===== src/rtl/lap_controller.sv =====
// Lap/split sequencer: captures lap times into a circular buffer and selects
// what the display chain shows (live time, a freshly frozen lap, or stored
// laps paged through while the timer is paused).
module lap_controller #(
   parameter int DEPTH       = 8,
   parameter int HOLD_CYCLES = 100000000
) (
   input  logic       clock,
   input  logic       reset,
   input  logic       lap,
   input  logic       clear,
   input  logic       run,
   input  logic [5:0] hour,
   input  logic [5:0] minute,
   input  logic [5:0] second,
   input  logic [6:0] m_sec,
   output logic [5:0] disp_hour,
   output logic [5:0] disp_minute,
   output logic [5:0] disp_second,
   output logic [6:0] disp_m_sec,
   output logic       showing_lap,
   output logic [4:0] lap_index,
   output logic [4:0] lap_count
);

   localparam int AW = (DEPTH > 1) ? $clog2(DEPTH) : 1;
   localparam int HW = (HOLD_CYCLES > 1) ? $clog2(HOLD_CYCLES) : 1;
   localparam logic [4:0]    FULL      = 5'(DEPTH);
   localparam logic [HW-1:0] HOLD_LAST = HW'(HOLD_CYCLES - 1);

   typedef enum logic [1:0] {S_LIVE, S_HOLD, S_REVIEW} state_t;

   state_t          r_state, w_nxt_state;
   logic            r_lap_q, r_clear_q;
   logic [24:0]     r_disp, w_nxt_disp;
   logic            r_showing;
   logic [4:0]      r_lap_index, w_nxt_index;
   logic [4:0]      r_lap_count, w_nxt_count;
   logic [AW-1:0]   r_wr_ptr, w_nxt_wr;
   logic [AW-1:0]   r_rd_ptr, w_nxt_rd;
   logic [HW-1:0]   r_hold_cnt, w_nxt_hold;
   logic [24:0]     r_buf [DEPTH];

   logic            w_lap_rise, w_clear_rise, w_cap;
   logic [24:0]     w_live;
   logic [4:0]      w_cnt_inc;
   logic [AW-1:0]   w_oldest;

   assign w_lap_rise   = lap & ~r_lap_q;
   assign w_clear_rise = clear & ~r_clear_q;
   assign w_live       = {hour, minute, second, m_sec};
   assign w_cnt_inc    = (r_lap_count == FULL) ? r_lap_count : r_lap_count + 5'd1;
   // A full buffer truncates to 0 here, so the oldest entry is wr_ptr itself.
   assign w_oldest     = r_wr_ptr - AW'(r_lap_count);

   // Next-state, pointer/counter update and display source selection.
   always_comb begin
      w_nxt_state = r_state;
      w_nxt_wr    = r_wr_ptr;
      w_nxt_rd    = r_rd_ptr;
      w_nxt_count = r_lap_count;
      w_nxt_index = r_lap_index;
      w_nxt_hold  = r_hold_cnt;
      w_cap       = 1'b0;
      w_nxt_disp  = r_disp;
      case (r_state)
         S_LIVE: begin
            // Clear beats lap when paused; capture only while running.
            if (w_clear_rise && !run) begin
               w_nxt_count = '0;
               w_nxt_wr    = '0;
            end else if (w_lap_rise && run) begin
               w_cap = 1'b1;
            end else if (w_lap_rise && r_lap_count != 5'd0) begin
               w_nxt_state = S_REVIEW;
               w_nxt_rd    = w_oldest;
               w_nxt_index = 5'd1;
            end
         end
         S_HOLD: begin
            if (w_lap_rise && run)             w_cap = 1'b1;
            else if (r_hold_cnt == HOLD_LAST)  w_nxt_state = S_LIVE;
            else                               w_nxt_hold = r_hold_cnt + HW'(1);
         end
         S_REVIEW: begin
            if (run) begin
               w_nxt_state = S_LIVE;
            end else if (w_lap_rise) begin
               if (r_lap_index < r_lap_count) begin
                  w_nxt_rd    = r_rd_ptr + AW'(1);
                  w_nxt_index = r_lap_index + 5'd1;
               end else begin
                  w_nxt_state = S_LIVE;
               end
            end else if (w_clear_rise) begin
               w_nxt_count = '0;
               w_nxt_wr    = '0;
               w_nxt_state = S_LIVE;
            end
         end
         default: w_nxt_state = S_LIVE;
      endcase
      if (w_cap) begin
         w_nxt_state = S_HOLD;
         w_nxt_hold  = '0;
         w_nxt_wr    = r_wr_ptr + AW'(1);
         w_nxt_count = w_cnt_inc;
         w_nxt_index = w_cnt_inc;
      end
      if (w_nxt_state == S_LIVE) w_nxt_index = '0;
      case (w_nxt_state)
         S_LIVE:   w_nxt_disp = w_live;
         S_HOLD:   w_nxt_disp = w_cap ? w_live : r_disp;
         S_REVIEW: w_nxt_disp = r_buf[w_nxt_rd];
         default:  w_nxt_disp = w_live;
      endcase
   end

   // State and datapath registers; edge-detect history resets high so a
   // button held through reset does not fire.
   always_ff @(posedge clock) begin
      if (reset) begin
         r_state     <= S_LIVE;
         r_lap_q     <= 1'b1;
         r_clear_q   <= 1'b1;
         r_disp      <= '0;
         r_showing   <= 1'b0;
         r_lap_index <= '0;
         r_lap_count <= '0;
         r_wr_ptr    <= '0;
         r_rd_ptr    <= '0;
         r_hold_cnt  <= '0;
      end else begin
         r_state     <= w_nxt_state;
         r_lap_q     <= lap;
         r_clear_q   <= clear;
         r_disp      <= w_nxt_disp;
         r_showing   <= (w_nxt_state != S_LIVE);
         r_lap_index <= w_nxt_index;
         r_lap_count <= w_nxt_count;
         r_wr_ptr    <= w_nxt_wr;
         r_rd_ptr    <= w_nxt_rd;
         r_hold_cnt  <= w_nxt_hold;
      end
   end

   // Lap storage; contents are deliberately not reset.
   always_ff @(posedge clock) begin
      if (w_cap && !reset) r_buf[r_wr_ptr] <= w_live;
   end

   assign {disp_hour, disp_minute, disp_second, disp_m_sec} = r_disp;
   assign showing_lap = r_showing;
   assign lap_index   = r_lap_index;
   assign lap_count   = r_lap_count;

endmodule

===== config.mk =====
export PLATFORM = sky130hd
export DESIGN_NAME = lap_controller
export DESIGN_NICKNAME = d
export VERILOG_FILES = /design/src/rtl/lap_controller.sv
export SDC_FILE = /design/constraint.sdc
export NUM_CORES = 1
export LEC_CHECK = 0
export BUFFER_PORTS_ARGS = -buffer_cell sky130_fd_sc_hd__buf_2
export CELL_PAD_IN_SITES_DETAIL_PLACEMENT = 1
export CELL_PAD_IN_SITES_GLOBAL_PLACEMENT = 1
export CORE_MARGIN = 2
export CORE_UTILIZATION = 45
export CTS_CLUSTER_SIZE = 30
export DETAILED_ROUTE_END_ITERATION = 8
export PLACE_DENSITY = 0.75
export SYNTH_ARGS = -nofsm -noshare
export SYNTH_HDL_FRONTEND = slang
export SYNTH_SLANG_ARGS = --single-unit
export TNS_END_PERCENT = 10

===== constraint.sdc =====
create_clock -name clock -period 4.84 [get_ports clock]
set_input_delay 0.726 -clock clock [delete_from_list [all_inputs] [get_ports clock]]
set_output_delay 0.726 -clock clock [all_outputs]
set_load 0.1 [all_outputs]

==> impl_metrics.toml, run 1 <==
[global_route]
grt_pass1_vias = 7738
grt_max_degree = 42
overflow = 0
antenna_found_initial = 1
grt_pass1_wl_mm = 43.7
gr-usage-all-layers_pct = 21.2

[synthesis]
synth_cell_types = 57
ys.flop_type = "edfxtp_1"
synth_cells = 844
synth_commonest_cells = "edfxtp_1 (200), mux2i_1 (101), dfxtp_1 (73)"
synth_top_cell_by_area = "edfxtp_1"
synth_fp_nets = 886
asyncSetResetFlopFracSynth_pct = 0
yosysMostFrequentCell = "edfxtp_1"
synth_area_um2 = 11400
ys_seq_area_share_pct = 65.7
ys_top_cells_by_area = "edfxtp_1 (53%), dfxtp_1 (13%), mux2i_1 (8.9%)"
syn_avg_cell_area_um2 = 13.5
synth_edf_count = 200
synth_warnings = 0
synth_top_cell_area_share_pct = 52.9
ys_ff_latch = 273

[sta]
timing_hold_violations_final = 0
setup-tns-final_ns = 0
grt_setup_unrepaired = "false"
max_freq_mhz = 247
finalSetupViolations = 0
worstMarginPinSlew_ns = 1.03
finClkSkew_ns = 0.0409
hold_slack_ns = 0.388
fin_crit_sh_pct = 83.5
finalCriticalPeriod_ns = 4.04
relSlewSlack_pct = 30.9
finalMaxSlewViolations = 0

[floorplan]
die_y_um = 163
row_count = 58
dieArea_um2 = 26500
boundaryPins = 66
fp.coreArea_um2 = 25000
start_util_pct = 45.5
dieWidth_um = 163

[clocking]
cts.path.max_buffers = 3
clock_sinks = 273
numCtsBuffers = 30
ctsResizeCount = 0
cts_tree = "yes"
clock_latency_ns = 0.58
cts_root_buf = "clkbuf_16"
path_clk_slew_ns = 0.06
cts_hold_buf = 0
post-cts-setup-buffers = 0
htreeDepth = 1

[placement]
dp_hpwl_mm = 15.9
gp_congestion = 0.785
placed_area_um2 = 12100
portBuffers = 65
dp_cells = 1217

[pwr]
p_per_area_nw_per_um2 = 381
vdd_drop_max_mv = 0.396
p_leak_nw = 4.62

[layout]
fin_util_pct = 52.2
final_cells = 1271
syn2layout_area_growth_pct = 14.7
diodes = 0
drive_above_1_share_pct = 17.2
final_area_um2 = 13000
finalNetCount = 961

[route]
drc_errors = 0
post_drt_wl_per_cell_um = 21.6
routed_via_density = 5.71
num_vias = 7259
ant_nets = 0
drt_iter0_markers = 476
drtPass1Iterations = 5
wirelength_mm = 27.5

[critical_path]
critPathLaunchType = "register"
crit_arrival_ns = 4.51
crit_fanout = 26
worstSetupEndpointType = "register"
crit_type = "register to register"
cp.required_ns = 5.31

[min_path]
hp-class = "input pin to register"

[status]
outcome = "complete, no violations"

[flow_run]
drv_cap = 0
flip-flops by register name, indices dropped and copies added, names as in the netlist:
signal       flops
r_hold_cnt      27
r_rd_ptr         3
r_wr_ptr         3
r_state          2
showing_lap      1
r_disp          25
r_buf          200
lap_index        5
r_clear_q        1
r_lap_q          1
lap_count        5
stage by stage:
| step | total power [mW] | worst slack, ns |
|---|---|---|
| 3_5_place_dp | 2.84 | 0.777 |
| 5_1_grt | 5.12 | 0.458 |
| 2_1_floorplan | 2.76 | 0.969 |
| 6_report | 4.96 | 0.798 |
| 4_1_cts | 5.01 | 0.810 |
| 3_3_place_gp | 2.83 | 0.959 |
final timing paths:
path / from / endpoint / slack (ns) / depth (start not counted)
setup / recovery: lap_count[2] / r_disp[0] / 0.80 / 10
hold / removal: clear / r_clear_q / 0.39 / 2
setup reg to reg: lap_count[2] / r_disp[0] / 0.80 / 10
hold reg to reg: r_hold_cnt[1] / r_hold_cnt[1] / 0.49 / 2
where the power goes:
group / internal [mW] / total (mW) / switching (mW)
logic: 0.0531 / 0.247 / 0.194
registers: 2.53 / 2.54 / 0.0146
clock network: 1.27 / 2.18 / 0.905
critical path, stage by stage, from the launching register on:
cell and delay, ns:
dfxtp_1 0.51, inv_1 0.10, ha_1 0.30, nand2_1 0.07, o21ai_0 0.47, a21oi_1 0.25
a2111o_2 0.88, nor3_4 0.78, buf_4 0.35, a22oi_2 0.08, and3_1 0.16
kinds of logic (layout without fill, tap and decap cells):
logic type,after synthesis,in the layout,synth area share (%)
AOI/OAI and AO/OA,136,136,9.01
xor gates and xnor gates,26,26,2.00
adders and majority gates,12,12,1.39
buffers and inverters,65,162,2.85
DFF,273,273,65.7
muxes,102,102,9.00
and+or+nand+nor,230,230,10.0
cell usage in the layout, fill, tap and decap left out, types with 8 or more instances in the layout:
master,Yosys,final
xnor2_1,22,22
buf_4,4,19
and2_1,10,10
a22oi_2,17,17
nor2_1,47,41
nor3_1,18,16
and3_1,29,29
or3_1,8,8
inv_1,23,23
clkbuf_1,21,10
o21ai_0,38,38
clkbuf_16,0,30
nand2_1,71,71
dfxtp_1,73,73
mux2i_1,101,101
buf_2,10,65
ha_1,11,11
edfxtp_1,200,200
a22oi_1,11,11
nand3_1,15,15
a221oi_1,26,26
a21oi_1,19,19
final cells by class:
cell class | instances | area [um2]
timing repair buffer | 85 | 488
sequential | 273 | 7470
inverter | 23 | 86.3
multi-input combinational | 506 | 3620
fill | 2525 | 11900
tap | 330 | 413
clock buffer | 45 | 857
clock inverter | 9 | 93.8
layer usage:
layer,vias up,part of all wire (%),global-route usage [%]
li1,3327,-,-
met1,3681,44,28.0
met2,189,49,36.2
met3,62,4.2,3.23
met4,0,2.8,6.32
met5,-,0,0
Note: power is estimated with default switching activity, not from simulation.
==> inputs of run 2 (changes only) <==
Clock period 4.84 ns to 4.1 ns, I/O delays scaled along.
==> impl_metrics.toml, run 2 (synthesis gave the netlist of run 1 again) <==
[flow_run]
drv_cap = 0

[layout]
diodes = 0
top_register = "r_buf"
final_cells = 1277
final_cell_mix = "edfxtp_1 (200), mux2i_1 (101), dfxtp_1 (73)"
fillers = 2526
top_regs = "r_buf (200), r_hold_cnt (27), r_disp (25)"
drive_above_1_share_pct = 18.2
syn2layout_area_growth_pct = 15.8
layout_commonest_cell = "edfxtp_1"
finalNetCount = 965
largest_reg_flops = 200

[sta]
relSlewSlack_pct = 31.9
timing_hold_violations_final = 0
fin_ws_ns = 0.614
finalMaxSlewViolations = 0
setup-tns-final_ns = 0
finClkSkew_ns = 0.0424
worstMarginPinSlew_ns = 1.02
finalSetupViolations = 0
fin_crit_sh_pct = 85.0
hold_slack_ns = 0.291
grt_setup_unrepaired = "false"
finalCriticalPeriod_ns = 3.49
max_freq_mhz = 287

[floorplan]
fp.coreArea_um2 = 25000
start_util_pct = 45.5
dieWidth_um = 163
dieArea_um2 = 26500
row_count = 58
boundaryPins = 66
die_y_um = 163

[min_path]
hp-class = "input pin to register"
hp-start = "clear"

[clocking]
post-cts-setup-buffers = 0
cts_tree = "yes"
cts_root_buf = "clkbuf_16"
htreeDepth = 1
cts.path.max_buffers = 3
path_clk_slew_ns = 0.05
cts_hold_buf = 0
numCtsBuffers = 30
ctsResizeCount = 0
clock_latency_ns = 0.58
clock_sinks = 273

[critical_path]
cp-endpoint = "r_disp[9]"
crit_fanout = 25
cpPeakStageDelay_ns = 0.62
r2r_setup_slack_ns = 0.61
critPathSlowestCell = "o311ai_1"
crit_arrival_ns = 3.92
cp.required_ns = 4.53
crit_path_frequent_cell = "and3_1"
crit_chain = "inv_1 -> ha_1 -> nand2_1 -> o21ai_0 -> a21oi_1 -> o311ai_1 -> and3_1 -> buf_4 -> a22oi_1 -> and3_1"
critPathLaunchType = "register"
crit_path_start = "lap_count[2]"
r2r-end = "r_disp[9]"
worstSetupEndpointType = "register"
reg2reg_from = "lap_count[2]"
crit_type = "register to register"
rr_worst_depth = 10

[pwr]
pwr-share-clk_pct = 46.0
p_sw_mw = 1.35
comb_power_share_pct = 4.8
p_per_area_nw_per_um2 = 463
power_frac_seq_pct = 49.2
p_leak_nw = 4.70
sw_frac_of_total_pct = 22.1
vdd_drop_max_mv = 0.386
power.internal_mw = 4.74

[global_route]
grt_pass1_vias = 7700
antenna_found_initial = 2
grt_pass1_wl_mm = 42.6
grt_max_degree = 42
overflow = 0
gr-usage-all-layers_pct = 20.7

[route]
num_vias = 7212
drc_errors = 0
drt_iter0_markers = 525
drtPass1Iterations = 5
post_drt_wl_per_cell_um = 21.4
routed_via_density = 5.65
wirelength_mm = 27.3
ant_nets = 0

[placement]
gp_congestion = 0.778
portBuffers = 65
dp_hpwl_mm = 16.2
pre_cts_ws_ns = 0.632
dp_cells = 1221

[status]
outcome = "complete, no violations"
==> run 2: cell count changes in the layout (fill, tap and decap cells not counted), sizes merged <==
cell | previous run | this run
clkinv | 7 | 8
buf | 85 | 89
bufinv | 1 | 3
clkbuf | 45 | 44
==> run 2: critical path, delay by kind of cell (launching register included) <==
kind,cells,cell delay (ns)
compound gates,4,1.48
fa+ha+maj,1,0.31
buf+inv,2,0.54
flops,1,0.51
simple gates,3,0.51
==> run 2: worst min path at each step <==
stage | cells past startpoint | end | slack (ns)
finish | 2 | r_clear_q | 0.29
global route | 2 | r_clear_q | 0.28
CTS | 2 | r_clear_q | 0.28
detailed placement | 2 | r_hold_cnt[1] | 0.47
global placement | 2 | r_hold_cnt[1] | 0.47
floorplan | 2 | r_hold_cnt[1] | 0.45
==> run 2: per-layer routing <==
layer / up-vias / part of all wire [%] / GRT usage [%]
met5: - / 0.048 / 0
met4: 2 / 2.2 / 5.91
met3: 54 / 5.3 / 3.62
met2: 197 / 50 / 36.2
met1: 3631 / 42 / 26.4
li1: 3328 / - / -
==> run 2: power groups by stage <==
| stage | registers (mW) | clock network [mW] | logic, mW |
|---|---|---|---|
| CTS | 3.00 | 2.85 | 0.296 |
| finish | 3.00 | 2.80 | 0.293 |
| detailed placement | 3.06 | 0 | 0.294 |
| floorplan | 3.18 | 0 | 0.0810 |
| global route | 3.00 | 2.95 | 0.312 |
| global placement | 3.06 | 0 | 0.285 |
==> run 2: cell type report <==
| type | instances | area (um2) | share of cell area, % |
|---|---|---|---|
| Clock buffer | 44 | 895 | 6.80 |
| Tap cell | 330 | 413 | 3.14 |
| Inverter | 23 | 86.3 | 0.656 |
| Timing Repair Buffer | 89 | 518 | 3.94 |
| Multi-Input combinational cell | 506 | 3620 | 27.5 |
| Sequential cell | 273 | 7470 | 56.7 |
| Clock inverter | 12 | 159 | 1.21 |
==> run 2: through the flow <==
stage / area (um2) / util, % / power [mW]
6_report: 13200 / 52.7 / 6.09
5_1_grt: 13200 / 52.7 / 6.26
4_1_cts: 13200 / 52.7 / 6.14
3_5_place_dp: 12100 / 48.5 / 3.35
3_3_place_gp: 12100 / 48.5 / 3.34
2_1_floorplan: 11400 / - / 3.26
==> inputs of run 3 (changes only) <==
Settings changed: CORE_ASPECT_RATIO set to 0.8, SKIP_CTS_REPAIR_TIMING set to 1.
==> impl_metrics.toml, run 3 (synthesis gave the netlist of run 1 again) <==
[status]
outcome = "complete, no violations"

[critical_path]
critPathLaunchType = "register"
crit_path_frequent_cell = "and3_1"
crit_type = "register to register"
crit_chain = "inv_1 -> ha_1 -> a211oi_1 -> o21ai_0 -> a21oi_1 -> a2111o_2 -> buf_12 -> and3_1 -> buf_4 -> a22oi_1 -> and3_1"
worstSetupEndpointType = "register"
crit_arrival_ns = 4.03
cp.required_ns = 4.53
critPathSlowestCell = "dfxtp_1"
cp.buffers_inverters = 3
r2r_setup_slack_ns = 0.50
cpPeakStageDelay_ns = 0.50
path_delay_family = "compound AO/OA/AOI/OAI gates"
crit_fanout = 52

[sta]
setup-tns-final_ns = 0
max_freq_mhz = 278
finalSetupViolations = 0
relSlewSlack_pct = 30.6
finalCriticalPeriod_ns = 3.60
timing_hold_violations_final = 0
worstMarginPinSlew_ns = 1.04
fin_crit_sh_pct = 87.7
hold_slack_ns = 0.277
finalMaxSlewViolations = 0
grt_setup_unrepaired = "false"
finClkSkew_ns = 0.0101

[route]
highest_layer = "met4"
wirelength_mm = 28.2
ant_nets = 0
num_vias = 7190
post_drt_wl_per_cell_um = 22.3
drt_iter0_markers = 501
drtPass1Iterations = 4
routed_via_density = 5.70
wl_met3_mm = 1.34
drc_errors = 0
wl_met1_mm = 12.9
wl_met2_mm = 13.4

[layout]
top_regs = "r_buf (200), r_hold_cnt (27), r_disp (25)"
largest_reg_flops = 200
top_register = "r_buf"
final_cell_mix = "edfxtp_1 (200), mux2i_1 (101), dfxtp_1 (73)"
syn2layout_area_growth_pct = 14.6
finalNetCount = 962
layout_commonest_cell = "edfxtp_1"
drive_above_1_share_pct = 17.6

[clocking]
cts_tree = "yes"
numCtsBuffers = 28
cts_root_buf = "clkbuf_16"
path_clk_slew_ns = 0.06
cts.path.max_buffers = 3
htreeDepth = 1
clock_sinks = 273
clock_latency_ns = 0.54

[global_route]
grt_max_degree = 53
grt_pass1_vias = 7650
grt_pass1_wl_mm = 44.4
overflow = 0
antenna_found_initial = 2
gr-usage-all-layers_pct = 21.4

[pwr]
vdd_drop_max_mv = 0.438
p_per_area_nw_per_um2 = 448
p_leak_nw = 4.64

[flow_run]
drv_cap = 0

[floorplan]
start_util_pct = 46.3
dieWidth_um = 182
fp.coreArea_um2 = 24600
boundaryPins = 66
row_count = 51
die_y_um = 146
dieArea_um2 = 26500

[min_path]
hp-class = "input pin to register"

[placement]
dp_hpwl_mm = 16.7
gp_congestion = 0.772
portBuffers = 65
[run 3: through the flow]
stage          cells  utilization [%]  total power [mW]  cell area (um2)  setup slack (ns)
4_1_cts         1260             53.0              5.88            13000             0.527
3_3_place_gp    1208             49.2              3.34            12100             0.681
2_1_floorplan    844                -              3.26            11400             0.340
6_report        1262             53.0              5.83            13000             0.502
3_5_place_dp    1208             49.2              3.35            12100             0.540
5_1_grt         1261             53.0              6.00            13000             0.175
[run 3: cell type report]
type,count,area [um2]
multi-input cells,506,3620
flip-flops and latches,273,7470
inverters,23,86.3
diodes,2,5.00
repair buffers,88,523
clock inverters,5,50.0
well taps,318,398
clock buffers,47,873
fillers,2432,11500
[run 3: report_power, final]
group          switching, mW  internal [mW]  total, mW  leakage, nW
logic                  0.234         0.0631      0.297         1.79
clock network           1.03           1.50       2.54        0.456
registers             0.0168           2.98       3.00         2.39
[run 3: worst paths after layout]
path,cells past startpoint,endpoint,start
worst max register to register,11,r_disp[12],lap_count[2]
worst max-delay path,11,r_disp[12],lap_count[2]
worst min register to register,2,r_hold_cnt[1],r_hold_cnt[1]
worst min-delay path,2,r_clear_q,clear
[run 3: worst register-to-register path: cells and delay by family (launching register included)]
family	cells	cell delay (ns)
and+or+nand+nor	2	0.43
AOI/OAI and AO/OA	5	1.37
DFF	1	0.50
adders and majority gates	1	0.30
buffers and inverters	3	0.91
[run 3: per-layer routing]
layer	up-vias	global-route usage, %
met5	-	0
met1	3664	30.2
met2	169	35.3
met3	37	3.17
li1	3320	-
met4	0	4.72
